==> config.mk <==
export PLATFORM = sky130hd
export DESIGN_NAME = bcd_count_sequencer
export DESIGN_NICKNAME = d
export VERILOG_FILES = /design/src/rtl/bcd_ctrl_pkg.sv /design/src/rtl/bcd_tick_prescaler.sv /design/src/rtl/bcd_count_sequencer.sv
export SDC_FILE = /design/constraint.sdc
export NUM_CORES = 1
export LEC_CHECK = 0
export ABC_AREA = 1
export BUFFER_PORTS_ARGS = -buffer_cell sky130_fd_sc_hd__buf_2
export CAP_MARGIN = 10
export CELL_PAD_IN_SITES_DETAIL_PLACEMENT = 1
export CELL_PAD_IN_SITES_GLOBAL_PLACEMENT = 1
export CORE_MARGIN = 4
export CORE_UTILIZATION = 45
export DETAILED_ROUTE_END_ITERATION = 6
export PLACE_DENSITY_LB_ADDON = 0.3
export SLEW_MARGIN = 10
export SYNTH_ARGS = -nofsm -noshare
export SYNTH_HDL_FRONTEND = slang
export SYNTH_HIERARCHICAL = 1
export SYNTH_SLANG_ARGS = --single-unit
==> constraint.sdc <==
create_clock -name clk -period 4.2 [get_ports clk]
set_input_delay 0.21 -clock clk [delete_from_list [all_inputs] [get_ports clk]]
set_output_delay 0.21 -clock clk [all_outputs]
set_load 0.01 [all_outputs]
==> src/rtl/bcd_ctrl_pkg.sv <==
// Shared types and helpers for the BCD counter run/pause/clear controller.
package bcd_ctrl_pkg;

   typedef enum logic [1:0] {IDLE, RUN, PAUSE, DONE} seq_state_t;

   localparam logic [3:0] BCD_MAX_UNITS = 4'd9;
   localparam logic [3:0] BCD_MAX_TENS  = 4'd5;

   // Saturate a digit so an out-of-range limit can still be reached by the counter.
   function automatic logic [3:0] bcd_clamp(input logic [3:0] digit, input logic [3:0] max);
      return (digit > max) ? max : digit;
   endfunction

endpackage

==> src/rtl/bcd_tick_prescaler.sv <==
// Free-running divide-by-DIV prescaler; tick marks the last count of each period.
module bcd_tick_prescaler #(
   parameter int DIV   = 50_000_000,
   parameter int PRE_W = ($clog2(DIV) > 0) ? $clog2(DIV) : 1
) (
   input  logic clk,
   input  logic reset,
   input  logic en,
   input  logic clr,
   output logic tick
);

   localparam logic [PRE_W-1:0] LAST = PRE_W'(DIV - 1);

   logic [PRE_W-1:0] count;

   // NOTE: sequential state uses non-blocking assignments so every flop samples pre-edge values.
   always_ff @(posedge clk or posedge reset) begin
      if (reset)
         count <= '0;
      else if (clr)
         count <= '0;
      else if (en)
         count <= (count == LAST) ? '0 : count + PRE_W'(1);
   end

   assign tick = (count == LAST);

endmodule

==> src/rtl/bcd_count_sequencer.sv <==
// Run/pause/clear sequencer for the 2-digit BCD counter: paces count strobes,
// issues clear requests and stops the count at a latched BCD limit.
module bcd_count_sequencer
   import bcd_ctrl_pkg::*;
#(
   parameter int DIV   = 50_000_000,
   parameter int PRE_W = ($clog2(DIV) > 0) ? $clog2(DIV) : 1
) (
   input  logic       clk,
   input  logic       reset,
   input  logic       btn_start,
   input  logic       btn_stop,
   input  logic       btn_clear,
   input  logic [3:0] limit_units,
   input  logic [3:0] limit_tens,
   input  logic [3:0] cnt_units,
   input  logic [3:0] cnt_tens,
   output logic       cnt_en,
   output logic       cnt_clr,
   output logic       running,
   output logic       paused,
   output logic       done,
   output logic       done_pulse
);

   seq_state_t state;
   logic [3:0] lim_units;
   logic [3:0] lim_tens;
   logic       at_limit;
   logic       advance;
   logic       pre_clr;
   logic       tick;

   // Advance only when nothing overrides the run this cycle.
   always_comb begin
      at_limit = ({cnt_tens, cnt_units} == {lim_tens, lim_units});
      advance  = (state == RUN) && !btn_clear && !btn_stop && !at_limit;
      pre_clr  = (state == IDLE) || btn_clear;
      cnt_en   = advance && tick;
      cnt_clr  = btn_clear && !reset;
   end

   bcd_tick_prescaler #(.DIV(DIV), .PRE_W(PRE_W)) u_prescaler (
      .clk   (clk),
      .reset (reset),
      .en    (advance),
      .clr   (pre_clr),
      .tick  (tick)
   );

   always_ff @(posedge clk or posedge reset) begin
      if (reset) begin
         state      <= IDLE;
         lim_units  <= 4'd0;
         lim_tens   <= 4'd0;
         done_pulse <= 1'b0;
      end else begin
         done_pulse <= 1'b0;
         case (state)
            IDLE: begin
               if (!btn_clear && !btn_stop && btn_start) begin
                  lim_units <= bcd_clamp(limit_units, BCD_MAX_UNITS);
                  lim_tens  <= bcd_clamp(limit_tens, BCD_MAX_TENS);
                  state     <= RUN;
               end
            end
            RUN: begin
               if (btn_clear)
                  state <= IDLE;
               else if (btn_stop)
                  state <= PAUSE;
               else if (at_limit) begin
                  state      <= DONE;
                  done_pulse <= 1'b1;
               end
            end
            PAUSE: begin
               if (btn_clear)
                  state <= IDLE;
               else if (!btn_stop && btn_start)
                  state <= RUN;
            end
            DONE: begin
               if (btn_clear)
                  state <= IDLE;
            end
            default: state <= IDLE;
         endcase
      end
   end

   assign running = (state == RUN);
   assign paused  = (state == PAUSE);
   assign done    = (state == DONE);

endmodule

==> results of run 1 <==
-- layout make-up --
| class | instances | area (µm²) |
|---|---|---|
| Timing Repair Buffer | 27 | 140 |
| Clock inverter | 1 | 30.0 |
| Tap cell | 70 | 87.6 |
| Fill cell | 735 | 2430 |
| Inverter | 62 | 246 |
| Multi-Input combinational cell | 246 | 1190 |
| Clock buffer | 7 | 86.3 |
| Sequential cell | 37 | 926 |
-- logic make-up (layout without fill, tap and decap cells) --
logic type               count (synthesis)  in the layout
AND/OR/NAND/NOR                        209            209
buffers and inverters                   65             97
flip-flops                              37             37
AO/OA/AOI/OAI                           24             24
XOR/XNOR                                12             12
adder cells (fa/ha/maj)                  1              1
-- per-stage QoR --
stage | area [µm²] | utilization | instances
after floorplan | 2400 | - | 348
after global placement | 2580 | 0.503 | 441
after detailed placement | 2580 | 0.503 | 441
after CTS | 2710 | 0.528 | 450
after global routing | 2710 | 0.528 | 450
final | 2710 | 0.528 | 450
-- critical path, cell delays in order (launching register included) --
cell      delay, ps
dfrtp_1         420
inv_1           100
nand2_2          70
nor2_2          120
nand2_2          80
clkinv_2         60
nand2_4          60
inv_2            60
nor2_2           70
inv_1           490
nand3_1         190
nor2_1          320
nand3_1         130
nand2_1          80
nand2_1          60
nor2_1          100
-- placed cells by master (no fill, tap or decap), drive strengths merged --
cell type and count:
o211ai 1, o221ai 1, o21ai 11, ha 1
bufinv 1, nand3 23, clkinv 2, xnor2 3
a211oi 1, a21boi 1, nor3 4, nand4 5
dlygate4sd3 1, a21o 1, nand2 105, clkbuf 7
nor2 72, a21oi 5, buf 26, o21bai 1
o22ai 1, dfrtp 37, xor2 9, o21a 1
inv 60
-- registers in the layout (all words and copies together), names as in the netlist --
register           flops
u_prescaler/count     26
lim_tens               4
lim_units              4
state                  2
done_pulse             1
-- power breakdown --
part	internal [mW]	switching [mW]
logic	0.0975	0.208
clock network	0.194	0.126
registers	0.398	0.0366
total	0.690	0.370
-- worst paths after layout --
path | from | endpoint | slack, ps
worst max-delay path | state[1] | u_prescaler/count[22] | 1730
min in group asynchronous | reset | state[1] | 490
max in group asynchronous | reset | u_prescaler/count[16] | 2800
worst min-delay path | limit_units[0] | lim_units[0] | 170
worst min register to register | lim_tens[3] | lim_tens[3] | 510
worst max register to register | state[1] | u_prescaler/count[22] | 1730
-- metal layers --
layer	up-vias	global-route usage	wire length [µm]	part of all wire
li1	1120	-	-	-
met1	1072	0.287	2990	0.48
met2	26	0.368	3020	0.48
met3	6	0.0333	171	0.027
met4	0	0.0456	40	0.0064
met5	-	0	0	0
==> impl_metrics.ini, run 1 <==
[synth]
synth_top_family_by_area = simple AND/OR/NAND/NOR gates
synth-edff-count = 0
avgSynthCellArea_um2 = 6.91
synthTopCellsByArea = dfrtp_1 (39%), nand2_1 (15%), nor2_1 (8.6%)
ys_types = 32
synthAdderAreaFrac = 0.00521
yosys.area.top_type = dfrtp_1
synth_compound_area_frac = 0.0583
syn-num-nets = 370
synth_xor_area_frac = 0.0437
synth_simple_gate_area_share = 0.390
syn-cell-area_mm2 = 0.00240
synth.area.mux_share = 0
synth_warnings = 6
yosys-top-cells-count = nand2_1 (96), nor2_1 (55), inv_1 (54)
synth_most_common_cell = nand2_1
ys_seq_area_frac = 0.385
ys_async_sr_fraction = 1.00
synth_top_cell_area_share = 0.385
ys.flop_type = dfrtp_1
synth_seq_cells = 37
synth_cells = 348

[die]
start_util = 0.468
io_pins = 27
die_w_um = 81.1
die_y_um = 81.1
coreArea_mm2 = 0.00514
rows = 26
die_area_mm2 = 0.00657

[setup_path]
cp-end-kind = register
cp.arrival_ps = 2680
required_ps = 4410
ff2ff_path_depth = 15
worstPathMaxFanout = 20
critical_path_class = register to register
critPathLaunchType = register

[sta]
setup_viol = 0
setup_ws_ps = 1730
worstMarginPinSlew_ps = 1060
max_slew_margin = 0.294
fmax_mhz = 405
timing.final.crit_share = 0.588
fin_skew_ps = 7.01
rsz0062_at_grt = no
finalHoldViolCount = 0
whs_ps = 171
fin_tns_setup_ps = 0
slew_viol_final = 0
fin_crit_ps = 2470

[place]
place_ws_ps = 1770
hpwl_um = 4970
portBuffers = 26
gp_congestion = 0.873

[route]
num_vias = 2224
drc = 0
drt.antenna.violating_nets = 0
vias_per_cell = 4.94
wire_per_inst_um = 13.8
drtIter0Drc = 102
wl_um = 6220
firstDrtPassIters = 4

[final_layout]
antenna_cells = 0
fin_nets = 401
layout-drive-gt1-share = 0.179
areaGrowthSynthToFinish_pct = 12.8

[clock_tree]
cts-root-buf = clkbuf_8
cts_inserted_buffers = 5
clk_pin_slew_ps = 70
cts.sink_count = 37
hold_buffers = 1
post_cts_resized = 0
cts_tree = yes
cts.htree.levels = 2
cts_max_path_buffers = 2
post_cts_buffers = 0
clk_latency_ps = 290

[pwr]
total_power_mw = 1.06
p_leak_nw = 1.32
power_density_mw_per_mm2 = 391
peakVddDrop_uv = 259

[flow_run]
maxCapViolCount = 0

[grt]
grt_max_degree = 27
first_global_vias = 2321
antenna_found_initial = 0
grt_overflow = 0
grt_pass1_wl_um = 10900
grt_use_total = 0.215

[min_path]
hold_path.class = input pin to register
hold_depth = 3

[run_status]
status = complete, no violations
Power figures use the tool's default switching activity.
==> run 2: changes to the inputs <==
Settings changed: CORE_UTILIZATION 45 to 42.
Clock period 4.2 ns to 2.44 ns, I/O delays scaled along.
==> run 2 against run 1 <==
Against the previous run:
- total power grew 62%
- via count is essentially flat
- highest routed layer unchanged
- critical endpoint is now u_prescaler/count[11]
- sequential power grew 71%
- clock power grew 33%
- first-iteration DRC count shrank 37%
- routed wire length shrank 0.23%
- clock skew shrank 1.6 ps
- critical path depth is the same
- non-clock buffer count grew 3
==> impl_metrics.ini, run 2 (synthesis gave the netlist of run 1 again) <==
[run_status]
status = complete, no violations

[final_layout]
largestRegisters = u_prescaler/count (26), lim_tens (4), lim_units (4)
fin_nets = 404
antenna_cells = 0
layout-drive-gt1-share = 0.185
stdcell_area_mm2 = 0.00270
largest_register = u_prescaler/count
areaGrowthSynthToFinish_pct = 12.4
largest_reg_flops = 26
utilization = 0.488
layout_common_cells = nand2_1 (96), nor2_1 (55), inv_1 (54)
final_cells = 455
final_common_cell = nand2_1

[sta]
whs_ps = 73.9
setup_ws_ps = 490
setup_viol = 0
fin_skew_ps = 5.41
worstMarginPinSlew_ps = 452
fmax_mhz = 513
timing.final.crit_share = 0.799
rsz0062_at_grt = no
finalHoldViolCount = 0
fin_crit_ps = 1950
slew_viol_final = 0
max_slew_margin = 0.698
fin_tns_setup_ps = 0

[setup_path]
ff2ff_path_depth = 15
slowest_stage = dfrtp_1
max_stage_delay_ps = 420
cp.arrival_ps = 2140
critical_path_class = register to register
worst_path_dominant_cell_family = simple AND/OR/NAND/NOR gates
path_buf_inv = 5
required_ps = 2630
cp_num_cells = 15
critPathLaunchType = register
worstPathMaxFanout = 6
cp_cell_sequence = inv_1 > nand2_2 > nor2_2 > nand2_2 > clkinv_2 > nand2_4 > inv_2 > nor2_2 > buf_4 > nor2_1 > nand2_1 > inv_1 > nand2_1 > nand2_1 > nor2_2
cp-end-kind = register

[die]
die_y_um = 83.7
rows = 27
coreArea_mm2 = 0.00554
start_util = 0.434
die_w_um = 83.7
io_pins = 27
die_area_mm2 = 0.00700

[route]
drc = 0
wl_um = 6210
num_vias = 2223
firstDrtPassIters = 4
wire_per_inst_um = 13.6
drtIter0Drc = 64
drt.antenna.violating_nets = 0
vias_per_cell = 4.89

[clock_tree]
cts-root-buf = clkbuf_8
cts_max_path_buffers = 2
cts_inserted_buffers = 5
cts_tree = yes
clk_pin_slew_ps = 70
clk_latency_ps = 290
cts.sink_count = 37
cts.htree.levels = 2

[pwr]
power_density_mw_per_mm2 = 636
p_leak_nw = 1.32
p_seq_frac = 0.434
p_int_mw = 1.07
clockPowerShare = 0.247
p_sw_mw = 0.652
comb_power_share = 0.319
peakVddDrop_uv = 441
switching_share = 0.379
total_power_mw = 1.72

[grt]
grt_use_total = 0.194
first_global_vias = 2385
antenna_found_initial = 0
grt_pass1_wl_um = 11100
grt_max_degree = 27
grt_overflow = 0

[place]
dpl_cell_area_mm2 = 0.00261
dp_cells = 446
portBuffers = 26
hpwl_um = 4870
gp_congestion = 0.891
place_ws_ps = 499

[flow_run]
maxCapViolCount = 0

[min_path]
hold_depth = 3
hold_path.class = input pin to register
-- run 2: changes by cell type in the layout (fill, tap and decap cells not counted), sizes merged --
cell    before  now
clkinv       2    4
buf         26   29
bufinv       1    0
clkbuf       7    6
-- run 2: path summary, 6_finish.rpt --
check | startpoint | to | slack (ps)
max in group asynchronous | reset | u_prescaler/count[23] | 1720
max reg2reg | state[1] | u_prescaler/count[11] | 490
min in group asynchronous | reset | lim_units[1] | 400
min | limit_units[0] | lim_units[0] | 70
min reg2reg | lim_units[3] | lim_units[3] | 530
max | state[1] | u_prescaler/count[11] | 490
-- run 2: power groups by stage --
stage | registers, mW | clock network, mW | logic, mW
floorplan | 0.744 | 0 | 0.450
global placement | 0.752 | 0 | 0.535
detailed placement | 0.760 | 0 | 0.553
CTS | 0.747 | 0.439 | 0.561
global route | 0.755 | 0.471 | 0.629
finish | 0.746 | 0.424 | 0.549
-- run 2: area by class of cell --
| cell class | instances | area, µm² |
|---|---|---|
| Tap cell | 72 | 90.1 |
| Timing Repair Buffer | 30 | 163 |
| Fill cell | 771 | 2840 |
| Clock inverter | 2 | 10.0 |
| Inverter | 62 | 246 |
| Clock buffer | 6 | 72.6 |
| Sequential cell | 37 | 926 |
| Multi-Input combinational cell | 246 | 1190 |
-- run 2: per-layer routing --
metal / up-vias / GRT usage / part of all wire
met3: 7 / 0.0346 / 0.027
met1: 1064 / 0.250 / 0.46
met4: 0 / 0.0497 / 0.014
li1: 1126 / - / -
met5: - / 0 / 0
met2: 26 / 0.336 / 0.50
-- run 2: timing repair --
item | in CTS | in global routing
gates resized for setup | 0 | 0
hold endpoints to repair | 37 | 0
hold buffers | 1 | 0
setup buffers | 0 | 0
-- run 2: worst min-delay path, cell delays in order --
cell     delay [ps]
buf_2            80
o21ai_1          60
o21ai_1          70
